--- src/rtl/fe_bf2ii_frame_arb.sv ---
// Frame-granular round-robin arbiter sharing one serial bf2ii butterfly between two channels.
// Grants whole frames and tags each pair with channel, twiddle phase and frame boundaries.
//   state | meaning
//   IDLE  | no grant; arbitrate on i_valid, ch != last wins a tie
//   G0    | ch0 owns the butterfly until its frame-end pair
//   G1    | ch1 owns the butterfly until its frame-end pair
module fe_bf2ii_frame_arb #(
    parameter int NBW_IN = 8,
    parameter int NFRM   = 16,
    parameter int NBW_FC = 4,
    parameter int NBW_C  = 2
) (
    input  logic                                  clk,
    input  logic                                  rst_async,
    input  logic [1:0]                            i_valid,
    output logic [1:0]                            o_ready,
    input  logic signed [1:0][1:0][NBW_IN-1:0]    i_data0,
    input  logic signed [1:0][1:0][NBW_IN-1:0]    i_data1,
    output logic                                  o_bf_valid,
    output logic signed [1:0][1:0][NBW_IN-1:0]    o_bf_data,
    output logic [NBW_C-1:0]                      o_bf_cnt,
    output logic                                  o_bf_ch,
    output logic                                  o_bf_sof,
    output logic                                  o_bf_eof,
    output logic                                  o_busy
);

    typedef enum logic [1:0] {IDLE = 2'd0, G0 = 2'd1, G1 = 2'd2} state_t;

    localparam logic [NBW_FC-1:0] PCNT_LAST = NBW_FC'(NFRM - 1);

    state_t            state;
    state_t            state_nxt;
    logic [NBW_FC-1:0] pcnt;
    logic              last;
    logic              grant_ch;
    logic              xfer;
    logic              frame_end;

    assign grant_ch  = (state == G1);
    assign xfer      = |(i_valid & o_ready);
    assign frame_end = xfer && (pcnt == PCNT_LAST);

    always_ff @(posedge clk or posedge rst_async) begin
        if (rst_async) begin
            state <= IDLE;
        end else begin
            state <= state_nxt;
        end
    end

    // Frame-end arbitration looks at same-cycle i_valid so a waiting channel switches in with no bubble.
    always_comb begin
        state_nxt = state;
        case (state)
            IDLE: begin
                case (i_valid)
                    2'b01:   state_nxt = G0;
                    2'b10:   state_nxt = G1;
                    2'b11:   state_nxt = last ? G0 : G1;
                    default: state_nxt = IDLE;
                endcase
            end
            G0: begin
                if (frame_end) begin
                    if (i_valid[1])      state_nxt = G1;
                    else if (i_valid[0]) state_nxt = G0;
                    else                 state_nxt = IDLE;
                end
            end
            G1: begin
                if (frame_end) begin
                    if (i_valid[0])      state_nxt = G0;
                    else if (i_valid[1]) state_nxt = G1;
                    else                 state_nxt = IDLE;
                end
            end
            default: state_nxt = IDLE;
        endcase
    end

    always_comb begin
        o_ready = 2'b00;
        case (state)
            G0:      o_ready = 2'b01;
            G1:      o_ready = 2'b10;
            default: o_ready = 2'b00;
        endcase
        o_busy = (state != IDLE);
    end

    always_ff @(posedge clk or posedge rst_async) begin
        if (rst_async) begin
            pcnt <= '0;
            last <= 1'b1;
        end else if (xfer) begin
            if (frame_end) begin
                pcnt <= '0;
                last <= grant_ch;
            end else begin
                pcnt <= pcnt + NBW_FC'(1);
            end
        end
    end

    // Data, phase and channel hold through bubbles; frame markers are single-pulse.
    always_ff @(posedge clk or posedge rst_async) begin
        if (rst_async) begin
            o_bf_valid <= 1'b0;
            o_bf_data  <= '0;
            o_bf_cnt   <= '0;
            o_bf_ch    <= 1'b0;
            o_bf_sof   <= 1'b0;
            o_bf_eof   <= 1'b0;
        end else begin
            o_bf_valid <= xfer;
            if (xfer) begin
                o_bf_data <= grant_ch ? i_data1 : i_data0;
                o_bf_cnt  <= pcnt[NBW_C-1:0];
                o_bf_ch   <= grant_ch;
                o_bf_sof  <= (pcnt == '0);
                o_bf_eof  <= (pcnt == PCNT_LAST);
            end else begin
                o_bf_sof  <= 1'b0;
                o_bf_eof  <= 1'b0;
            end
        end
    end

endmodule

--- config.mk ---
export PLATFORM = sky130hd
export DESIGN_NAME = fe_bf2ii_frame_arb
export DESIGN_NICKNAME = d
export VERILOG_FILES = /design/src/rtl/fe_bf2ii_frame_arb.sv
export SDC_FILE = /design/constraint.sdc
export NUM_CORES = 1
export LEC_CHECK = 0
export CAP_MARGIN = 20
export CORE_ASPECT_RATIO = 1.25
export CORE_MARGIN = 3
export CORE_UTILIZATION = 60
export DETAILED_ROUTE_END_ITERATION = 8
export DONT_BUFFER_PORTS = 1
export GPL_TIMING_DRIVEN = 0
export MAX_ROUTING_LAYER = met4
export PLACE_DENSITY = 0.72
export RECOVER_POWER = 100
export SYNTH_ARGS = -nofsm -noshare
export SYNTH_HDL_FRONTEND = slang
export SYNTH_SLANG_ARGS = --single-unit
--- constraint.sdc ---
create_clock -name clk -period 1.8 [get_ports clk]
set_input_delay 0.54 -clock clk [delete_from_list [all_inputs] [get_ports clk]]
set_output_delay 0.54 -clock clk [all_outputs]
set_load 0.02 [all_outputs]
# Word level (Yosys, flattened, before mapping)
# Index checks and enable logic that the tools add are counted.
# W data, S select, Z words.
[totals]
output_inout_bits = 41
reg_bits = 45
inputBits = 68
word_cells = 43
[classes]
eq_ne = 8
bitwise = 1
n_addsub = 1
reduce_logical = 7
muxes = 14
[ops]
columns = ["operator", "count"]
rows = [
  ["$mux W32", 1],
  ["$mux W2", 6],
  ["$pmux W2 S3", 2],
  ["$eq A2 B2 Y1 const B", 3],
  ["$add A4 B1 Y4 const B", 1],
  ["$eq A2 B1 Y1 const B", 2],
  ["$eq A4 B4 Y1 const B", 1],
  ["$logic_not A4 Y1", 1],
  ["$mux W4", 1],
  ["$pmux W2 S2", 1],
  ["$reduce_and A2 Y1", 2],
  ["$mux W1", 3],
  ["$and A2 B2 Y2", 1],
  ["$logic_not A2 Y1", 1],
  ["$ne A2 B1 Y1 const B", 1],
  ["$ne A2 B2 Y1 const B", 1],
  ["$reduce_bool A2 Y1", 1],
  ["$reduce_or A2 Y1", 1],
  ["$logic_and A1 B1 Y1", 1],
]

# Logic depth before layout (Yosys ltp)
[logic_depth]
depth_word = 7
mapped_depth = 6
ltp_nobuf = 4

# Worst setup path after synthesis
# No wires, ideal clock.
[synth_timing]
path_kind = "register to output"
from = "register state[0]"
to = "output o_ready[1]"
path_slack_ns = 0.338
arrival_time_ns = 0.922
t_required_ns = 1.260
stages_incl_launch_ff = 5
cell_sequence = "dfrtp_1 > nand2b_1 > buf_2 > inv_2 > buf_2"
[synth_between]
elab_chain_cells = 2
elab_cells_between_ends = 3
cone_classes = "eq/ne: 2; mux: 1"
[synth_rtl]
columns = ["element", "line", "rtl"]
rows = [
  ["start: declaration", "32", "state_t state;"],
  ["start signal: assignment", "48", "state <= state_nxt;"],
  ["$eq A2 B2 Y1 / $eq A2 B1 Y1 (equally long branches)", "84", "case (state)"],
  ["$pmux W2 S2 *", "84", ""],
  ["end: declaration", "16", "output logic [1:0] o_ready,"],
]
# Mark *: on every way between the ends. The rest lies on a longest branch, timed or not.

# Worst setup path in the final report
# Same ends and word-level chain as after synthesis.

==> out/metrics.yaml <==
cts.sinks: 45
cp.required_ns: 1.26
tightest_slew_ns: 0.903
slowest_stage: "dfrtp_1"
routedWlPerCell_um: 17.6
max-cap-violations: 0
post-dp-hpwl_um: 3740
cts_root_buf: "clkbuf_8"
grt.overflow.total: 0
clockBufferDepth: 2
htreeDepth: 2
clk_pin_slew_ns: 0.08
antenna_found_initial: 0
yosysUniqueCellTypes: 32
coreArea_um2: 3510
fin_crit_sh: 0.976
crit_type: "reg2out"
ant_nets: 0
nNetsFinal: 318
clk_latency_ns: 0.29
avgSynthCellArea_um2: 9.18
die-area_um2: 4440
ys_warn_count: 0
post-route-util: 0.674
syn_nets: 310
grt_first_pass_wirelength_um: 7710
area_growth_pct: 7.50
synth_seq_cells: 45
netlist_area_um2: 2200
die_y_um: 73.8
routed_wl_um: 5070
wl_met1_um: 1940
ys_seq_area_frac: 0.512
power_density_nw_per_um2: 2060
path_cells: "nand2b_1 > clkbuf_4 > clkinv_4 > buf_8"
whs_ns: 0.318
wl_met2_um: 2550
cp-end-kind: "output pin"
synth_cells: 240
finalMaxSlewViolations: 0
gp_congestion: 0.834
worstHoldPathType: "in2async"
max_freq_mhz: 569
stdcell_count: 288
critical_path.max_stage_delay_ns: 0.38
crit_path_max_fanout: 8
fin_tns_setup_ns: 0
io_buffers: 0
grt_pass1_vias: 1736
dr.pass1.iters: 4
hold_viol_final: 0
skew_ns: 0.00262
drive_above_1_share: 0.124
rsz0062_at_grt: "true"
initial_utilization: 0.627
grt.total_usage: 0.239
cts_tree: "built"
via_per_inst: 6.35
grt_start_max_net_pins: 46
numCtsBuffers: 5
vias: 1828
slew_headroom: 0.397
num_antenna_cells: 0
power.leakage_uw: 0.00105
start_kind: "flop"
place_inst: 279
ir_drop_v: 0.00121
drc: 0
top_layer_used: "met4"
num_rows: 24
finalSetupViolations: 0
post-cts-setup-buffers: 0
die_w_um: 60.2
io_pins: 109
drtIter0Drc: 108
crit_arrival_ns: 1.22
outcome: "finished clean"
period_needed_ns: 1.76
routed-wl-met3_um: 490
==> final cells by class <==
cell class,count,area [µm²]
fill,299,1140
sequential,45,1130
multi-input combinational,169,905
buffer,20,153
clock buffer,6,72.6
tap,39,48.8
inverter,6,27.5
timing repair buffer,1,25.0
clock inverter,2,10.0
==> cell usage after synthesis <==
library cell / count / share of area
a31oi_1: 32 / 0.091
nand2_1: 65 / 0.11
o21ai_1: 5 / 0.011
or2_2: 1 / 0.0028
and3_1: 2 / 0.0057
dfstp_2: 1 / 0.012
xnor2_1: 1 / 0.0040
nand3_1: 4 / 0.0091
and3b_1: 3 / 0.012
o21ai_0: 2 / 0.0045
a22oi_1: 1 / 0.0034
buf_6: 6 / 0.031
a22o_1: 1 / 0.0040
inv_1: 5 / 0.0085
nor3_1: 32 / 0.073
o22ai_1: 2 / 0.0057
clkbuf_1: 2 / 0.0034
nand2b_1: 2 / 0.0057
a21oi_2: 1 / 0.0040
ha_1: 2 / 0.011
buf_4: 4 / 0.014
dfrtp_1: 44 / 0.50
nand4_1: 1 / 0.0028
nand2_2: 1 / 0.0028
nor2b_1: 1 / 0.0028
a211o_1: 1 / 0.0040
nand3b_4: 2 / 0.018
nor2_1: 1 / 0.0017
buf_2: 8 / 0.018
mux2_1: 3 / 0.015
a21oi_1: 3 / 0.0068
inv_2: 1 / 0.0017
==> where the power goes <==
part / internal (µW) / leakage (µW) / switching, µW
registers: 1500 / 0.000516 / 871
clock network: 269 / 0.0000450 / 318
logic: 829 / 0.000491 / 1090
==> through the flow <==
| step | total power (µW) | setup WS [ns] | area, µm² |
|---|---|---|---|
| 3_3_place_gp | 4110 | -0.180 | 2250 |
| 3_5_place_dp | 4230 | 0.193 | 2250 |
| 4_1_cts | 4850 | 0.00801 | 2350 |
| 6_report | 4880 | 0.0439 | 2370 |
| 2_1_floorplan | 3780 | 0.202 | 2200 |
| 5_1_grt | 5240 | -0.0359 | 2370 |
==> worst paths after layout <==
check	startpoint	end	slack [ns]	cells after the start
min in group clk	i_data1[27]	o_bf_data[27]	0.39	2
max in group asynchronous	rst_async	pcnt[1]	0.91	1
max	state[0]	o_ready[1]	0.04	4
min reg2reg	pcnt[1]	o_bf_cnt[1]	0.56	1
max reg2reg	state[0]	pcnt[3]	0.11	5
min	rst_async	o_bf_data[5]	0.32	1
==> timing repair <==
item / CTS / global route
gates cloned: 0 / 1
hold buffers: 0 / 0
gates resized for setup: 4 / 3
setup endpoints to repair: 1 / 2
==> kinds of logic after synthesis <==
group,synth area share
muxes,0.0153
DFF,0.512
adders and majority gates,0.0114
and+or+nand+nor,0.247
xor gates and xnor gates,0.00398
buffers and inverters,0.0761
AOI/OAI and AO/OA,0.135
==> metal layers <==
layer	GRT usage	vias up
met4	0.106	0
met2	0.371	92
met5	-	-
met3	0.0791	10
li1	-	851
met1	0.279	875
==> state kept, by name (all words and copies together), names as in the netlist, 2 cells and up <==
signal and flops:
o_bf_cnt 2, pcnt 4, state 2, o_bf_data 32
==> cell usage in the layout (no fill, tap or decap), types with 2 or more instances in the layout <==
cell / netlist / layout
clkinv_2: 0 / 2
a31oi_1: 32 / 32
nand3_1: 4 / 4
mux2_1: 3 / 3
nand2_1: 65 / 66
buf_6: 6 / 6
o21ai_0: 2 / 5
clkbuf_1: 2 / 5
o21ai_1: 5 / 2
nor3_1: 32 / 32
buf_2: 8 / 5
buf_4: 4 / 3
inv_1: 5 / 4
dfrtp_1: 44 / 44
and3_1: 2 / 2
nand3b_4: 2 / 2
and3b_1: 3 / 3
clkbuf_8: 0 / 5
o22ai_1: 2 / 2
a21oi_1: 3 / 4
nand2b_1: 2 / 2
ha_1: 2 / 2
==> worst max-delay path, delay by kind of cell (launching register included) <==
kind / cells / cell delay (ns)
buffers and inverters: 3 / 0.40
DFF: 1 / 0.38
and+or+nand+nor: 1 / 0.14
No activity file was read; power rests on OpenSTA's default activity.
